<file path="src/rtl/mult_engine17.sv">
// Sequential 16x16 signed Booth multiplier for the lab 17 DUT.
// Loads operands from data memory, multiplies, stores product big-endian.
module mult_engine17 #(
  parameter logic [7:0] OPA_ADDR = 8'd1,
  parameter logic [7:0] RES_ADDR = 8'd5
) (
  input  logic       CLK,
  input  logic       start,
  input  logic [7:0] mem_rdata,
  output logic [7:0] mem_addr,
  output logic       mem_we,
  output logic [7:0] mem_wdata,
  output logic       halt
);

  localparam logic [1:0] S_LOAD  = 2'd0;
  localparam logic [1:0] S_MUL   = 2'd1;
  localparam logic [1:0] S_STORE = 2'd2;
  localparam logic [1:0] S_DONE  = 2'd3;

  logic [1:0]  state;
  logic [1:0]  bcnt;
  logic [3:0]  step;
  logic [15:0] m;
  logic [16:0] a;
  logic [15:0] q;
  logic        q1;

  logic [16:0] msx;
  logic [16:0] sum;
  logic [16:0] a_nx;
  logic [15:0] q_nx;
  logic [23:0] p_lo;
  logic [7:0]  nxt_byte;

  // One Booth step: add/sub, then arithmetic shift of {A,Q,q_1}
  always_comb begin
    msx = {m[15], m};
    sum = a;
    unique case ({q[0], q1})
      2'b01:   sum = a + msx;
      2'b10:   sum = a - msx;
      default: sum = a;
    endcase
    a_nx = {sum[16], sum[16:1]};
    q_nx = {sum[0], q[15:1]};
  end

  always_comb begin
    p_lo = {a[7:0], q};
    nxt_byte = 8'h00;
    unique case (bcnt)
      2'd0:    nxt_byte = p_lo[23:16];
      2'd1:    nxt_byte = p_lo[15:8];
      2'd2:    nxt_byte = p_lo[7:0];
      default: nxt_byte = 8'h00;
    endcase
  end

  always_ff @(posedge CLK or posedge start) begin
    if (start) begin
      state     <= S_LOAD;
      bcnt      <= 2'd0;
      step      <= 4'd0;
      mem_addr  <= OPA_ADDR;
      mem_we    <= 1'b0;
      mem_wdata <= 8'h00;
      halt      <= 1'b0;
      m         <= 16'h0000;
      a         <= 17'h00000;
      q         <= 16'h0000;
      q1        <= 1'b0;
    end else begin
      unique case (state)
        S_LOAD: begin
          mem_addr <= mem_addr + 8'd1;
          bcnt     <= bcnt + 2'd1;
          unique case (bcnt)
            2'd0: m[15:8] <= mem_rdata;
            2'd1: m[7:0]  <= mem_rdata;
            2'd2: q[15:8] <= mem_rdata;
            2'd3: begin
              q[7:0] <= mem_rdata;
              a      <= 17'h00000;
              q1     <= 1'b0;
              step   <= 4'd0;
              state  <= S_MUL;
            end
          endcase
        end
        S_MUL: begin
          a    <= a_nx;
          q    <= q_nx;
          q1   <= q[0];
          step <= step + 4'd1;
          if (step == 4'd15) begin
            mem_addr  <= RES_ADDR;
            mem_wdata <= a_nx[15:8];
            mem_we    <= 1'b1;
            bcnt      <= 2'd0;
            state     <= S_STORE;
          end
        end
        S_STORE: begin
          bcnt <= bcnt + 2'd1;
          if (bcnt == 2'd3) begin
            mem_we <= 1'b0;
            halt   <= 1'b1;
            state  <= S_DONE;
          end else begin
            mem_addr  <= mem_addr + 8'd1;
            mem_wdata <= nxt_byte;
          end
        end
        S_DONE: begin
          mem_we <= 1'b0;
        end
        default: state <= S_LOAD;
      endcase
    end
  end

endmodule

</file>
<file path="config.mk">
export PLATFORM = sky130hd
export DESIGN_NAME = mult_engine17
export DESIGN_NICKNAME = d
export VERILOG_FILES = /design/src/rtl/mult_engine17.sv
export SDC_FILE = /design/constraint.sdc
export NUM_CORES = 1
export LEC_CHECK = 0
export BUFFER_PORTS_ARGS = -buffer_cell sky130_fd_sc_hd__buf_2
export CAP_MARGIN = 30
export CORE_UTILIZATION = 55
export CTS_CLUSTER_DIAMETER = 60
export DETAILED_ROUTE_END_ITERATION = 10
export PLACE_DENSITY_LB_ADDON = 0.08
export RECOVER_POWER = 50
export SLEW_MARGIN = 5
export SYNTH_ARGS = -nofsm -noshare
export SYNTH_HDL_FRONTEND = slang
export SYNTH_SLANG_ARGS = --single-unit
export TNS_END_PERCENT = 20
</file>
<file path="constraint.sdc">
create_clock -name CLK -period 7.3 [get_ports CLK]
set_input_delay 0.73 -clock CLK [delete_from_list [all_inputs] [get_ports CLK]]
set_output_delay 0.73 -clock CLK [all_outputs]
set_load 0.05 [all_outputs]
</file>
* Yosys cells after proc, flatten, opt, wreduce, memory -nomap -nowiden
Cells that the tools add are included.
Storage, ports and cells: bits in registers 76, output and inout bits 18
Cells by class: add/subtract/negate cells 5, eq/ne operators 14, multiplexer cells 25, reduce and logical (&&, ||, !) cells 18
Operators by type and width (number):
- case mux 17 bit (2 select lines) | 2
- 2-to-1 mux 8 bit | 6
- case mux 8 bit (3 select lines) | 2
- case mux 16 bit (2 select lines) | 1
- adder 17 bit | 1
- 2-to-1 mux 17 bit | 1
- subtractor 17 bit | 1
- case mux 8 bit (2 select lines) | 1
- AND reduction 2 bit | 6
- == test 2 bit (second input constant) | 5
- != test 2 bit (second input constant) | 5
- AND reduction 3 bit | 3
- adder 8 x 1 -> 8 bit (second input constant) | 1
- 2-to-1 mux 2 bit | 4
- case mux 4 bit (2 select lines) | 1
- == test 2 x 1 -> 1 bit (second input constant) | 3
- case mux 2 bit (3 select lines) | 1
- nonzero test 2 bit | 3
- nonzero test 3 bit | 2
- adder 4 x 1 -> 4 bit (second input constant) | 1
- == test 4 bit (second input constant) | 1
- logical NOT 2 bit | 2
- 2-to-1 mux 4 bit | 1
- case mux 2 bit (2 select lines) | 1
- 6 further kinds | 7

* Depth between registers and ports, before layout
word-level depth 4, mapped depth 15

* Worst setup path after synthesis
Ideal clock, no wire load.
path kind register to register, start register m[3], end register a[15], setup time 0.125 ns, arrival time 3.238 ns, data required time 7.175 ns, slack 3.937 ns, stages on the path, launching flop included 15, buffers on the path 0, clock period less this slack 3.363 ns, cells stage by stage dfrtp_1 -> or3_1 -> nor3_1 -> nand2_1 -> nor4_1 -> a21oi_1 -> xnor2_1 -> ha_1 -> nand2_1 -> o31ai_1 -> a21oi_1 -> a41oi_1 -> mux2i_2 -> mux2i_1 -> o21ai_1
On the way: cells in the longest elaborated chain, start to end 3, elaborated cells between the ends (all ways) 4, classes of those cells add/sub (2); mux (2)
Ends and longest elaborated chain:
- from (decl) | RTL line 24 | logic [15:0] m;
- from (signal assigned) | RTL line 80 | 2'd1: m[7:0] <= mem_rdata;
- subtractor 17 bit or adder 17 bit (tied branches) | RTL line 42, 41
- case mux 17 bit (2 select lines) (*) | RTL line 40 | unique case ({q[0], q1})
- case mux 17 bit (2 select lines) (*) | RTL line 74 | unique case (state)
- to (signal assigned) | RTL line 92 | a <= a_nx;
- to (decl) | RTL line 25 | logic [16:0] a;
Mark *: on every way between the ends. The rest lies on a longest branch, timed or not. A chain may end at the register's enable or synchronous reset.

==> results.tsv <==
stage	metric	value	unit
layout	drive_gt1_share	11.9	%
setup_path	critPathCaptureType	asynchronous set/reset pin	
floorplan	start_util	57.5	%
setup_path	critPathMaxFanout	70	
timing	fin_hold_ws	346	ps
floorplan	rows	33	
timing	fin_tns_setup	0	ps
layout	area_growth_syn_to_layout	9.17	%
clock_network	post_cts_resized	0	
setup_path	critPathLaunchType	input pin	
clock_network	clockBufferDepth	2	
route	drtAntennaViolNets	0	
floorplan	core-area	8300	um^2
floorplan	die_w	95.2	um
setup_path	crit_chain	buf_2 -> clkinv_1 -> clkbuf_1 -> clkbuf_1	
synthesis	yosysUniqueCellTypes	58	
timing	finalHoldViolations	0	
pwr	ir_worst_vdd	0.000173	V
clock_network	htree_levels	3	
synthesis	ys_warn_count	0	
synthesis	synth_nets	576	
placed_design	dp_cells	649	
route	vias_per_cell	6.26	
timing	fin_crit_sh	58.8	%
placed_design	pre_cts_ws	3500	ps
hold_path	min_path_type	in -> async	
global_routing	grt_first_pass_wirelength	20.5	mm
route	firstDrtPassIters	7	
setup_path	r2r-start	m[3]	
timing	rsz0062_at_grt	false	
route	vias	4180	
setup_path	critical_path_buf_inv_count	4	
timing	period_needed	4300	ps
floorplan	dieArea	9060	um^2
route	totalWireLength	12.8	mm
timing	setup_viol	0	
floorplan	ios	28	
synthesis	syn_avg_cell_area	8.92	um^2
synthesis	synth-seq-cells	75	
clock_network	cts_buffers	9	
setup_path	worstReg2RegEnd	a[15]	
timing	postLayoutSetupSlackWorst	3000	ps
run_status	run_status	finished, violations left	
route	wire_per_inst	19.1	um
setup_path	rrSetupSlack	3490	ps
timing	fmax	0.233	GHz
clock_network	postCtsHoldBufs	0	
timing	slew_headroom	-157	%
placed_design	port_buffers	27	
synthesis	synth_edf_count	0	
synthesis	synth.cell_area	4770	um^2
global_routing	overflow	0	
run	cap_violations	1	
layout	fin_cells	668	
timing	drv_slew	71	
global_routing	gr-usage-all-layers	30.4	%
pwr	totalPowerFinal	0.00172	W
setup_path	worstPathRequired	6880	ps
setup_path	timing_worst_setup_path_type	in -> async	
route	drcViolationCount	0	
layout	final_common_cell	dfrtp_1	
placed_design	routabilityCongestion	0.909	
synthesis	ys_seq_area_share	39.3	%
route	drt_iter0_markers	330	
global_routing	grt_max_degree	76	
pwr	p_per_area	331	nW/um^2
clock_network	cts_setup_buffers	0	
layout	diodes	0	
pwr	p_leak	2.30	nW
setup_path	cp_data_arrival_time	3880	ps
global_routing	first_global_vias	3975	
placed_design	dp_hpwl	9.01	mm
layout	fin_nets	599	
timing	worstMarginPinSlew	3850	ps
clock_network	worstSkewPairLatency	360	ps
setup_path	crit_family	buffers and inverters	
run_status	violations	max-capacitance violations, max-slew violations	
synthesis	ys_async_sr_fraction	100	%
synthesis	netlist_instances	535	
layout	most-common-layout-cells	dfrtp_1, nor2_1, nand2_1, a21oi_1, ha_1	
floorplan	die_h	95.2	um
synthesis	synthFlopType	dfrtp_1	
global_routing	antenna_found_initial	0	
clock_network	tritoncts	yes	
clock_network	clock_sinks	75	
setup_path	cp_common_cell	clkbuf_1	
setup_path	rr_worst_depth	14	
timing	fin_skew	7.59	ps
setup_path	path_depth	4	
setup_path	critPathMaxStageDelay	2740	ps
clock_network	cts-root-buf	clkbuf_8	
setup_path	cpMaxStageDelayCell	clkbuf_1	
clock_network	cts.reportedPaths.clkPinSlew	90	ps
## area by class of cell
class | instances | area, um^2
inverters | 22 | 82.6
clock inverters | 7 | 100
flip-flops and latches | 75 | 1880
repair buffers | 33 | 180
fillers | 740 | 3090
multi-input cells | 417 | 2720
clock buffers | 9 | 124
well taps | 105 | 131
## metal layers
layer  GRT usage, %  wire, um  vias to the layer above
met3           3.67       847                       29
met5              0         0                        -
met4           13.0       379                        0
met2           46.5      5820                      180
met1           43.3      5730                     1989
li1               -         -                     1982
## power breakdown
| group | total [W] | switching (W) | internal, W |
|---|---|---|---|
| registers | 0.000631 | 0.000114 | 0.000517 |
| logic | 0.000720 | 0.000429 | 0.000291 |
| clock network | 0.000373 | 0.000177 | 0.000196 |
| total | 0.00172 | 0.000719 | 0.00100 |
## worst max-delay path by stage
stage | start | to
after floorplan | m[3] | a[15]
after global placement | m[3] | a[15]
after detailed placement | m[3] | a[15]
after CTS | m[3] | a[15]
after global routing | start | m[14]
final | start | a[4]
## state kept, by name, summed over array words and instances (netlist names)
register / flops
a: 16
m: 16
q: 16
mem_addr: 8
mem_wdata: 8
step: 4
bcnt: 2
state: 2
halt: 1
mem_we: 1
q1: 1
## per-stage QoR
| step | util [%] | instance area, um^2 |
|---|---|---|
| 3_5_place_dp | 59.8 | 4960 |
| 5_1_grt | 62.8 | 5210 |
| 3_3_place_gp | 59.7 | 4960 |
| 2_1_floorplan | - | 4770 |
| 4_1_cts | 62.5 | 5190 |
| 6_report | 62.8 | 5210 |
## cell families (layout without fill, tap and decap cells)
logic type	Yosys count	in the layout	synth area share [%]
multiplexers	28	28	6.45
AO/OA/AOI/OAI	146	146	19.6
flip-flops	75	75	39.3
adder cells (fa/ha/maj)	31	31	8.28
buffers and inverters	43	71	3.77
AND/OR/NAND/NOR	183	183	17.2
XOR/XNOR	29	29	5.32
## worst min-delay path, stage by stage
cell and delay [ps]:
buf_2 100, clkinv_1 30, clkbuf_1 240
## cell usage after synthesis (8+ instances only)
cell type | count | area share (%)
clkbuf_1 | 17 | 1.3
o21ai_0 | 28 | 2.9
nand3_1 | 15 | 1.6
nor2_1 | 71 | 5.6
a21oi_1 | 42 | 4.4
o22ai_1 | 18 | 2.4
xor2_1 | 9 | 1.7
ha_1 | 30 | 7.9
dfrtp_1 | 74 | 39
mux2i_1 | 8 | 1.7
xnor2_1 | 20 | 3.7
nor3_1 | 15 | 1.6
inv_1 | 21 | 1.7
nand2_1 | 49 | 3.9
mux2_2 | 19 | 4.5
Note: power is estimated with default switching activity, not from simulation.
